$ cat src/rtl/seg7_pkg.sv
// Shared definitions for the seven-segment scan driver: segment encodings,
// the nibble-to-segment mapping and a constant-friendly clog2.
package seg7_pkg;

    // Segment bit order is {g,f,e,d,c,b,a}, active-high (1 = segment lit).
    localparam logic [6:0] SEG_BLANK = 7'h00;

    localparam logic [6:0] SEG_0 = 7'h3F;
    localparam logic [6:0] SEG_1 = 7'h06;
    localparam logic [6:0] SEG_2 = 7'h5B;
    localparam logic [6:0] SEG_3 = 7'h4F;
    localparam logic [6:0] SEG_4 = 7'h66;
    localparam logic [6:0] SEG_5 = 7'h6D;
    localparam logic [6:0] SEG_6 = 7'h7D;
    localparam logic [6:0] SEG_7 = 7'h07;
    localparam logic [6:0] SEG_8 = 7'h7F;
    localparam logic [6:0] SEG_9 = 7'h6F;
    localparam logic [6:0] SEG_A = 7'h77;
    localparam logic [6:0] SEG_B = 7'h7C;  // lower-case b
    localparam logic [6:0] SEG_C = 7'h39;
    localparam logic [6:0] SEG_D = 7'h5E;  // lower-case d
    localparam logic [6:0] SEG_E = 7'h79;
    localparam logic [6:0] SEG_F = 7'h71;

    // Lookup table indexed by the nibble value; entry 15 is leftmost.
    localparam logic [15:0][6:0] SEG_HEX = {
        SEG_F, SEG_E, SEG_D, SEG_C, SEG_B, SEG_A, SEG_9, SEG_8,
        SEG_7, SEG_6, SEG_5, SEG_4, SEG_3, SEG_2, SEG_1, SEG_0
    };

    // Active-high segment pattern for one hex nibble.
    function automatic logic [6:0] hex_to_seg(input logic [3:0] nibble);
        return SEG_HEX[nibble];
    endfunction

    // Ceiling log2, never below 1 so that index vectors always have a bit.
    function automatic int clog2(input int value);
        int result;
        int rem;
        result = 0;
        rem    = value - 1;
        while (rem > 0) begin
            result = result + 1;
            rem    = rem >> 1;
        end
        return (result < 1) ? 1 : result;
    endfunction

endpackage

$ cat src/rtl/seg7_hex_decoder.sv
// Combinational nibble-to-segment decoder with a blanking override.
// Output is active-high; pin polarity is applied by the caller.
module seg7_hex_decoder
    import seg7_pkg::*;
(
    input  logic [3:0] nibble_i,
    input  logic       blank_i,
    output logic [6:0] seg_o
);

    // Blank wins over the nibble value.
    always_comb begin
        seg_o = blank_i ? SEG_BLANK : hex_to_seg(nibble_i);
    end

endmodule

$ cat src/rtl/seg7_scan_driver.sv
// N-digit multiplexed seven-segment scanner. A prescaler divides sys_clk
// into digit slots; each slot starts with a dark guard interval to stop
// ghosting between digits. Display data is captured once per frame into a
// shadow register so a frame never mixes old and new values.
module seg7_scan_driver
    import seg7_pkg::*;
#(
    parameter int NUM_DIGITS     = 4,
    parameter int SCAN_DIV       = 50000,
    parameter int GUARD          = 2,
    parameter int BLINK_LOG2     = 24,
    parameter bit SEG_ACTIVE_LOW = 1'b1,
    parameter bit DIG_ACTIVE_LOW = 1'b1
) (
    input  logic                             sys_clk,
    input  logic                             scan_rst,
    input  logic [4*NUM_DIGITS-1:0]          data,
    input  logic [NUM_DIGITS-1:0]            dp_in,
    input  logic [NUM_DIGITS-1:0]            blank_mask,
    input  logic [NUM_DIGITS-1:0]            blink_en,
    input  logic                             lz_blank,
    input  logic                             freeze,
    output logic [6:0]                       Y_r,
    output logic                             dp_r,
    output logic [NUM_DIGITS-1:0]            DIG_r,
    output logic [clog2(NUM_DIGITS)-1:0]     scan_idx
);

    localparam int IDX_W = clog2(NUM_DIGITS);
    localparam int PC_W  = clog2(SCAN_DIV);

    localparam logic [PC_W-1:0]  PC_LAST  = PC_W'(SCAN_DIV - 1);
    localparam logic [PC_W-1:0]  PC_GUARD = PC_W'(GUARD);
    localparam logic [IDX_W-1:0] IDX_LAST = IDX_W'(NUM_DIGITS - 1);

    // Pin levels that mean "off" after polarity is applied.
    localparam logic [6:0]            SEG_OFF = SEG_BLANK ^ {7{SEG_ACTIVE_LOW}};
    localparam logic                  DP_OFF  = SEG_ACTIVE_LOW;
    localparam logic [NUM_DIGITS-1:0] DIG_OFF = {NUM_DIGITS{DIG_ACTIVE_LOW}};

    // ------------------------------------------------------------------
    // Timing counters
    // ------------------------------------------------------------------
    logic [PC_W-1:0]       pc_q, pc_d;
    logic [IDX_W-1:0]      idx_q, idx_d;
    logic [BLINK_LOG2-1:0] bc_q;

    logic tick;
    logic frame_start;
    logic lit;
    logic blink_phase;

    assign tick        = (pc_q == PC_LAST);
    assign frame_start = (pc_q == '0) && (idx_q == '0);
    assign lit         = (pc_q >= PC_GUARD);
    assign blink_phase = bc_q[BLINK_LOG2-1];

    // Next prescaler value and slot index; the index only moves on a tick.
    // NOTE: every combinational output gets a default before any branch, so no latch can be inferred.
    always_comb begin
        pc_d  = tick ? '0 : pc_q + PC_W'(1);
        idx_d = idx_q;
        if (tick) begin
            idx_d = (idx_q == IDX_LAST) ? '0 : idx_q + IDX_W'(1);
        end
    end

    // Prescaler, slot index and free-running blink counter.
    // NOTE: clocked state uses non-blocking assignments so every register samples pre-edge values.
    always_ff @(posedge sys_clk) begin
        if (scan_rst) begin
            pc_q  <= '0;
            idx_q <= '0;
            bc_q  <= '0;
        end else begin
            pc_q  <= pc_d;
            idx_q <= idx_d;
            bc_q  <= bc_q + BLINK_LOG2'(1);
        end
    end

    // ------------------------------------------------------------------
    // Frame snapshot
    // ------------------------------------------------------------------
    logic                    first_q;
    logic [4*NUM_DIGITS-1:0] sh_data_q;
    logic [NUM_DIGITS-1:0]   sh_dp_q;
    logic [NUM_DIGITS-1:0]   sh_blank_q;
    logic [NUM_DIGITS-1:0]   sh_blink_q;
    logic                    sh_lz_q;
    logic                    snap_load;

    // The first cycle out of reset always captures, even under freeze, so the
    // display never shows the all-zero reset shadow for a whole frame.
    assign snap_load = first_q || (frame_start && !freeze);

    // Shadow capture at frame start; held while frozen.
    // NOTE: the shadow is a handful of flops, not a RAM, so it is cleared on reset like any other register.
    always_ff @(posedge sys_clk) begin
        if (scan_rst) begin
            first_q    <= 1'b1;
            sh_data_q  <= '0;
            sh_dp_q    <= '0;
            sh_blank_q <= '0;
            sh_blink_q <= '0;
            sh_lz_q    <= 1'b0;
        end else begin
            first_q <= 1'b0;
            if (snap_load) begin
                sh_data_q  <= data;
                sh_dp_q    <= dp_in;
                sh_blank_q <= blank_mask;
                sh_blink_q <= blink_en;
                sh_lz_q    <= lz_blank;
            end
        end
    end

    // ------------------------------------------------------------------
    // Per-digit blanking
    // ------------------------------------------------------------------
    logic [NUM_DIGITS-1:0] lz_vec;
    logic [NUM_DIGITS-1:0] blank_vec;
    logic                  zero_from_top;

    // Leading-zero suppression walks down from the most significant digit;
    // digit 0 is never suppressed so a zero value still shows "0".
    always_comb begin
        lz_vec        = '0;
        zero_from_top = 1'b1;
        for (int i = NUM_DIGITS - 1; i >= 1; i--) begin
            zero_from_top = zero_from_top && (sh_data_q[4*i +: 4] == 4'h0);
            lz_vec[i]     = sh_lz_q && zero_from_top;
        end
        blank_vec = sh_blank_q
                  | (sh_blink_q & {NUM_DIGITS{blink_phase}})
                  | lz_vec;
    end

    // ------------------------------------------------------------------
    // Digit mux and decode
    // ------------------------------------------------------------------
    logic [3:0]            cur_nibble;
    logic                  cur_blank;
    logic                  cur_dp;
    logic [6:0]            seg_raw;
    logic                  dp_on;
    logic [NUM_DIGITS-1:0] dig_onehot;

    assign cur_nibble = sh_data_q[{idx_q, 2'b00} +: 4];
    assign cur_blank  = blank_vec[idx_q];
    assign cur_dp     = sh_dp_q[idx_q];
    assign dp_on      = lit && !cur_blank && cur_dp;

    // Segments are also dark during the guard interval.
    seg7_hex_decoder u_decoder (
        .nibble_i (cur_nibble),
        .blank_i  (cur_blank || !lit),
        .seg_o    (seg_raw)
    );

    // One-hot digit enable for the current slot, none during the guard.
    always_comb begin
        dig_onehot = '0;
        if (lit) begin
            dig_onehot[idx_q] = 1'b1;
        end
    end

    // ------------------------------------------------------------------
    // Registered pin drivers
    // ------------------------------------------------------------------
    // Apply polarity and register everything so the pins change together.
    always_ff @(posedge sys_clk) begin
        if (scan_rst) begin
            Y_r      <= SEG_OFF;
            dp_r     <= DP_OFF;
            DIG_r    <= DIG_OFF;
            scan_idx <= '0;
        end else begin
            Y_r      <= seg_raw ^ {7{SEG_ACTIVE_LOW}};
            dp_r     <= dp_on ^ SEG_ACTIVE_LOW;
            DIG_r    <= dig_onehot ^ {NUM_DIGITS{DIG_ACTIVE_LOW}};
            scan_idx <= idx_q;
        end
    end

endmodule

$ cat config.mk
export PLATFORM = sky130hd
export DESIGN_NAME = seg7_scan_driver
export DESIGN_NICKNAME = d
export VERILOG_FILES = /design/src/rtl/seg7_pkg.sv /design/src/rtl/seg7_hex_decoder.sv /design/src/rtl/seg7_scan_driver.sv
export SDC_FILE = /design/constraint.sdc
export NUM_CORES = 1
export LEC_CHECK = 0
export CORE_MARGIN = 1.5
export CORE_UTILIZATION = 40
export DETAILED_ROUTE_END_ITERATION = 12
export PLACE_DENSITY = 0.72
export SLEW_MARGIN = 15
export SYNTH_ARGS = -nofsm -noshare
export SYNTH_HDL_FRONTEND = slang
export SYNTH_SLANG_ARGS = --single-unit
$ cat constraint.sdc
create_clock -name sys_clk -period 2.6 [get_ports sys_clk]
set_input_delay 0.26 -clock sys_clk [delete_from_list [all_inputs] [get_ports sys_clk]]
set_output_delay 0.26 -clock sys_clk [all_outputs]
set_load 0.01 [all_outputs]
## Yosys cells after proc, flatten, opt, wreduce, memory -nomap -nowiden

Memories as Yosys holds them, arrays and structs flattened.
Index checks and enable logic that the tools add are counted.

- Memory bits (read-only): 112
- Logic and storage cells: 62
- Bits in registers: 86
- Memories kept: 1

Memories:

| name | depth | width | read ports | clocked after Yosys merged registers in | wr ports | RTL line | RTL |
|---|---|---|---|---|---|---|---|
| (no name shown) | 16 | 7 | 1 | 0 | 0 | seg7_pkg.sv:33 | `return SEG_HEX[nibble];` |

- Equal/unequal tests: 2
- Reduce and logical (&&, ||, !) cells: 21
- Add/sub/neg operators: 3
- Shifts and indexed selects: 1
- Multiplexer cells: 11
- $lt $le $gt $ge: 4
- Bitwise gates (word level): 6

Operators by type and width:

| kind | count |
|---|---|
| $add A24 B1 Y24 const B | 1 |
| $add A16 B1 Y16 const B | 1 |
| $eq A16 B16 Y1 const B | 1 |
| $ge A16 B2 Y1 const B | 1 |
| $logic_not A16 Y1 | 1 |
| $shiftx A16 B5 Y4 | 1 |
| $mux W7 | 2 |
| $logic_not A4 Y1 | 3 |
| $logic_and A1 B1 Y1 | 10 |
| $or A4 B4 Y4 | 2 |
| $not A7 Y7 | 1 |
| $lt A4 B5 Y1 const B | 1 |
| $and A4 B4 Y4 | 1 |
| $bmux W1 S2 | 2 |
| $mux W1 | 4 |
| $mux W4 | 1 |
| $not A4 Y4 | 1 |
| $logic_not A1 Y1 | 3 |
| $lt A2 B3 Y1 const B | 1 |
| $add A2 B1 Y2 const B | 1 |
| $demux W1 S2 | 1 |
| $eq A2 B2 Y1 const B | 1 |
| $ge A2 B1 Y1 const B | 1 |
| $logic_not A2 Y1 | 1 |
| other kinds (4) | 5 |

## Logic depth before layout (Yosys ltp)

Gate-level depths: netlist (run 1).

- Depth after elaboration: 11
- Mapped depth: 10
- Mapped depth without buffers: 7

## By module

From an unflattened synthesis (run 1), not the netlist that was laid out.

- Cells, all modules: 438
- Area, all modules: 4,113.9 µm²

By module, submodules not included:

| module | times used | cells each | seq. area each (µm²) | area an instance (µm²) |
|---|---|---|---|---|
| seg7_scan_driver | 1 | 405 | 1,721.7 | 3,844.9 |
| seg7_hex_decoder | 1 | 33 | 0.0 | 269.0 |

## Worst setup path before layout (run 1)

No wires, ideal clock.

- Path type: register to register
- From: register idx_q[0]
- To: register Y_r[1]
- Library setup time: 120 ps
- Clock period less this slack: 1,940 ps
- Data arrival time: 1,821 ps
- Cell stages (with the launch flop): 9
- Setup slack: 660 ps
- Path buffers: 1
- Required time: 2,480 ps
- Cells stage by stage: dfxtp_1 > buf_6 > mux4_1 > inv_1 > ha_1 > nand2b_1 > nand2_1 > a32oi_1 > nand2_1

- Word-level cells in the longest chain between the ends: 5
- Elaborated cells between the ends (all ways): 8

RTL lines:

| what | RTL line | RTL |
|---|---|---|
| from (decl) | seg7_scan_driver.sv:45 | `logic [IDX_W-1:0] idx_q, idx_d;` |
| from (signal assigned) | seg7_scan_driver.sv:77 | `idx_q <= idx_d;` |
| $shiftx A16 B5 Y4 / $bmux W1 S2 (equally long branches) | seg7_scan_driver.sv:150, seg7_scan_driver.sv:151 |  |
| $mem_v2 Z16 W7 / $mux W1 (equally long branches) | - |  |
| $mux W7 (not written as such) / $logic_or A1 B1 Y1 (equally long branches) | seg7_pkg.sv:33, seg7_scan_driver.sv:158 |  |
| $mux W7 * | seg7_hex_decoder.sv:13 | `seg_o = blank_i ? SEG_BLANK : hex_to_seg(nibble_i);` |
| $not A7 Y7 (no source line) * | - |  |
| to (signal assigned) | seg7_scan_driver.sv:181 | `Y_r <= seg_raw ^ {7{SEG_ACTIVE_LOW}};` |
| to (decl) | seg7_scan_driver.sv:23 | `output logic [6:0] Y_r,` |

Every way passes the cells marked *; elsewhere a longest branch is shown, timed or not. The select of a mux whose other input is x is not followed.
A chain may end at the register's enable or synchronous reset.

## Final worst setup path (run 1)

Same ends and word-level chain as after synthesis.

==> results of run 1 <==
==> cells in the mapped netlist (2+ instances only) <==
library cell / count / area share (%)
buf_6: 4 / 1.2
o221ai_1: 2 / 0.47
a211oi_1: 2 / 0.40
nor4_1: 4 / 0.67
nand2b_1: 4 / 0.67
nand3_1: 14 / 1.9
and2_1: 2 / 0.33
xor2_1: 24 / 5.6
o211ai_2: 2 / 0.67
and4_1: 8 / 1.9
clkbuf_1: 8 / 0.80
nand4_1: 12 / 2.0
nand2_1: 24 / 2.4
or3_1: 2 / 0.33
nor2_1: 82 / 8.2
and3_1: 5 / 0.84
inv_1: 10 / 1.0
buf_2: 2 / 0.27
mux2i_1: 32 / 8.6
xnor2_1: 12 / 2.8
nor3_1: 3 / 0.40
dfxtp_1: 86 / 46
a21oi_1: 7 / 0.94
mux2_4: 2 / 0.80
ha_1: 14 / 4.7
mux4_2: 2 / 1.2
mux4_1: 3 / 2.1
==> worst register-to-register path: stages (launching register included) <==
cell and delay (ns):
dfxtp_1 0.66, mux4_1 0.74, inv_1 0.18, ha_1 0.25
nand2b_1 0.10, nand2_1 0.06, a32oi_1 0.14, nand2_1 0.07
==> cell type report <==
cell class / instances / area, sq um / area share [%]
repair buffers: 47 / 473 / 10.6
inverters: 10 / 37.5 / 0.841
well taps: 111 / 139 / 3.11
multi-input cells: 273 / 1890 / 42.4
flip-flops and latches: 86 / 1720 / 38.6
clock buffers: 13 / 159 / 3.56
clock inverters: 3 / 42.5 / 0.953
==> power by group through the flow <==
| stage | logic (uW) | registers [uW] | clock network (uW) |
|---|---|---|---|
| after global routing | 318 | 1410 | 1030 |
| after global placement | 281 | 1440 | 0 |
| after floorplan | 177 | 1430 | 0 |
| after CTS | 292 | 1410 | 969 |
| after detailed placement | 290 | 1440 | 0 |
| final | 288 | 1410 | 952 |
==> how the worst max path moves through the flow <==
| stage | end | start |
|---|---|---|
| final | Y_r[1]$_SDFF_PP1_ | idx_q[0]$_SDFFE_PP0P_ |
| after detailed placement | Y_r[1]$_SDFF_PP1_ | idx_q[0]$_SDFFE_PP0P_ |
| after global placement | Y_r[1]$_SDFF_PP1_ | idx_q[0]$_SDFFE_PP0P_ |
| after CTS | Y_r[1]$_SDFF_PP1_ | idx_q[0]$_SDFFE_PP0P_ |
| after floorplan | Y_r[1]$_SDFF_PP1_ | idx_q[0]$_SDFFE_PP0P_ |
| after global routing | Y_r[1]$_SDFF_PP1_ | idx_q[0]$_SDFFE_PP0P_ |
==> layer usage <==
metal	routed length, microns	up-vias	GRT usage (%)
met3	276	7	3.65
met4	89	0	6.61
met2	3340	47	24.6
met5	0	-	0
met1	3520	1269	19.7
li1	-	1398	-
==> per-stage QoR <==
| stage | total power (uW) | cell area [sq um] |
|---|---|---|
| floorplan | 1610 | 3740 |
| global placement | 1720 | 4260 |
| detailed placement | 1730 | 4260 |
| CTS | 2670 | 4460 |
| global route | 2760 | 4460 |
| finish | 2650 | 4460 |
==> flip-flops by register name (all words and copies together) (netlist names) <==
register	cells
idx_q	2
sh_dp_q	4
bc_q	24
scan_idx	2
sh_blank_q	4
DIG_r	4
sh_lz_q	1
first_q	1
Y_r	7
sh_data_q	16
sh_blink_q	4
dp_r	1
pc_q	16
==> logic make-up (layout without fill, tap and decap cells) <==
logic type / count (synthesis) / in the layout / share of synthesized area [%]
buffers and inverters: 26 / 73 / 3.58
xor gates and xnor gates: 36 / 36 / 8.44
AOI/OAI and AO/OA: 20 / 20 / 3.92
adders and majority gates: 14 / 14 / 4.69
DFF: 86 / 86 / 46.1
and+or+nand+nor: 164 / 164 / 20.6
muxes: 39 / 39 / 12.7
==> results_dict.tcl, run 1 <==
set metrics [dict create \
    min_path_cells 1 \
    core_sq_mm 0.00915 \
    area_growth_syn_to_layout_pct 19.5 \
    r2r_cells 7 \
    power_switching_uw 627 \
    drt-wirelength-per-cell_microns 13.3 \
    avgSynthCellArea_sq_um 9.70 \
    drv_slew 0 \
    cts_resized 0 \
    reg2reg_from "idx_q[0]$_SDFFE_PP0P_" \
    grt_setup_unrepaired "false" \
    cts_setup_buffers 0 \
    antenna_cells 0 \
    dr.pass1.iters 4 \
    first_iter_violations 91 \
    cp_cell_sequence "mux4_1, inv_1, ha_1, nand2b_1, nand2_1, a32oi_1, nand2_1" \
    die-area_sq_mm 0.00993 \
    worstPathArrival_ns 2.53 \
    cts_max_path_buffers 2 \
    fin_setup_tns_ns 0 \
    fin_cells 543 \
    vias_per_cell 5.01 \
    pwr-share-seq_pct 53.2 \
    async_flop_share_pct 0 \
    remaining_drc_errors 0 \
    combPwrFrac_pct 10.9 \
    switching_share_pct 23.7 \
    p_per_area_mw_per_mm2 593 \
    cts_made_buffers 9 \
    preCtsSetupSlack_ns 0.334 \
    holdCritStartpoint "scan_rst" \
    grt_max_degree 38 \
    cp_common_cell "nand2_1" \
    port_buffers 45 \
    cp-start-kind "flip-flop" \
    synth_ff_type "dfxtp_1" \
    drv_cap 0 \
    die_y_microns 99.6 \
    drive_gt1_share_pct 6.25 \
    reg2reg_slack_ns 0.31 \
    fmax_mhz 438 \
    status "completed" \
    initial_utilization_pct 40.8 \
    clock-root-buffer "clkbuf_8" \
    placed_cells 527 \
    synth_seq_cells 86 \
    cp.depth 7 \
    yosysUniqueCellTypes 40 \
    power_frac_clock_pct 36.0 \
    slowest_stage "mux4_1" \
    slew_headroom_pct 52.1 \
    grt_pass1_wl_microns 12100 \
    htree_levels 3 \
    antenna_found_initial 0 \
    tightest_slew_ns 0.716 \
    fin_hold_ws_ns 0.280 \
    period_share_pct 87.9 \
    p_int_uw 2020 \
    ios 46 \
    whs_endpoint "first_q$_DFF_P_" \
    layout_common_cells "dfxtp_1 (86), nor2_1 (82), clkdlybuf4s50_1 (44)" \
    fp.dieW_microns 99.6 \
    postLayoutCoreUtil_pct 48.8 \
    finClkSkew_ns 0.00971 \
    path_max_fanout 12 \
    fin_crit_ns 2.29 \
    grt_pass1_vias 2729 \
    critical_path_class "flip-flop to flip-flop" \
    synth-edff-count 0 \
    ys_warn_count 0 \
    synthesis.area_sq_mm 0.00374 \
    ys_seq_area_share_pct 46.1 \
    insertion_delay_ns 0.35 \
    gp_congestion 0.818 \
    final_common_cell "dfxtp_1" \
    postCtsHoldBufs 0 \
    critPathBufInv 1 \
    slowest_delay_ns 0.73 \
    ir_drop_mv 0.306 \
    via_count 2721 \
    rr_endpoint "Y_r[1]$_SDFF_PP1_" \
    worstSetupEndpointType "flip-flop" \
    grt.total_usage_pct 15.3 \
    hold_class "primary input to flip-flop" \
    cts_num_sinks 86 \
    cp_top_family "multiplexers" \
    cts.reportedPaths.clkPinSlew_ns 0.09 \
    grt-ovfl-total 0 \
    fin_ws_ns 0.315 \
    hpwl_microns 5180 \
    setup_viol 0 \
    hold_viol_final 0 \
    cts_tree "done" \
    synthCells 385 \
    worstPathRequired_ns 2.85 \
    ant_nets 0 \
    p_leak_uw 0.00172 \
    finalNetCount 473 \
    num_rows 35 \
    synth_nets 431 \
    fillers 805 \
    drt-total-wl_microns 7230 \
]
No activity file was read; power rests on OpenSTA's default activity.
==> run 2, diff against run 1 <==
--- a/config.mk
+++ b/config.mk
@@ -8,6 +8,7 @@
 export CORE_MARGIN = 1.5
 export CORE_UTILIZATION = 40
 export DETAILED_ROUTE_END_ITERATION = 12
+export HOLD_SLACK_MARGIN = 0.1
 export PLACE_DENSITY = 0.72
 export SLEW_MARGIN = 15
 export SYNTH_ARGS = -nofsm -noshare
==> results of run 2 <==
No change in the layout: final DEF, timing and power equal those of run 1.
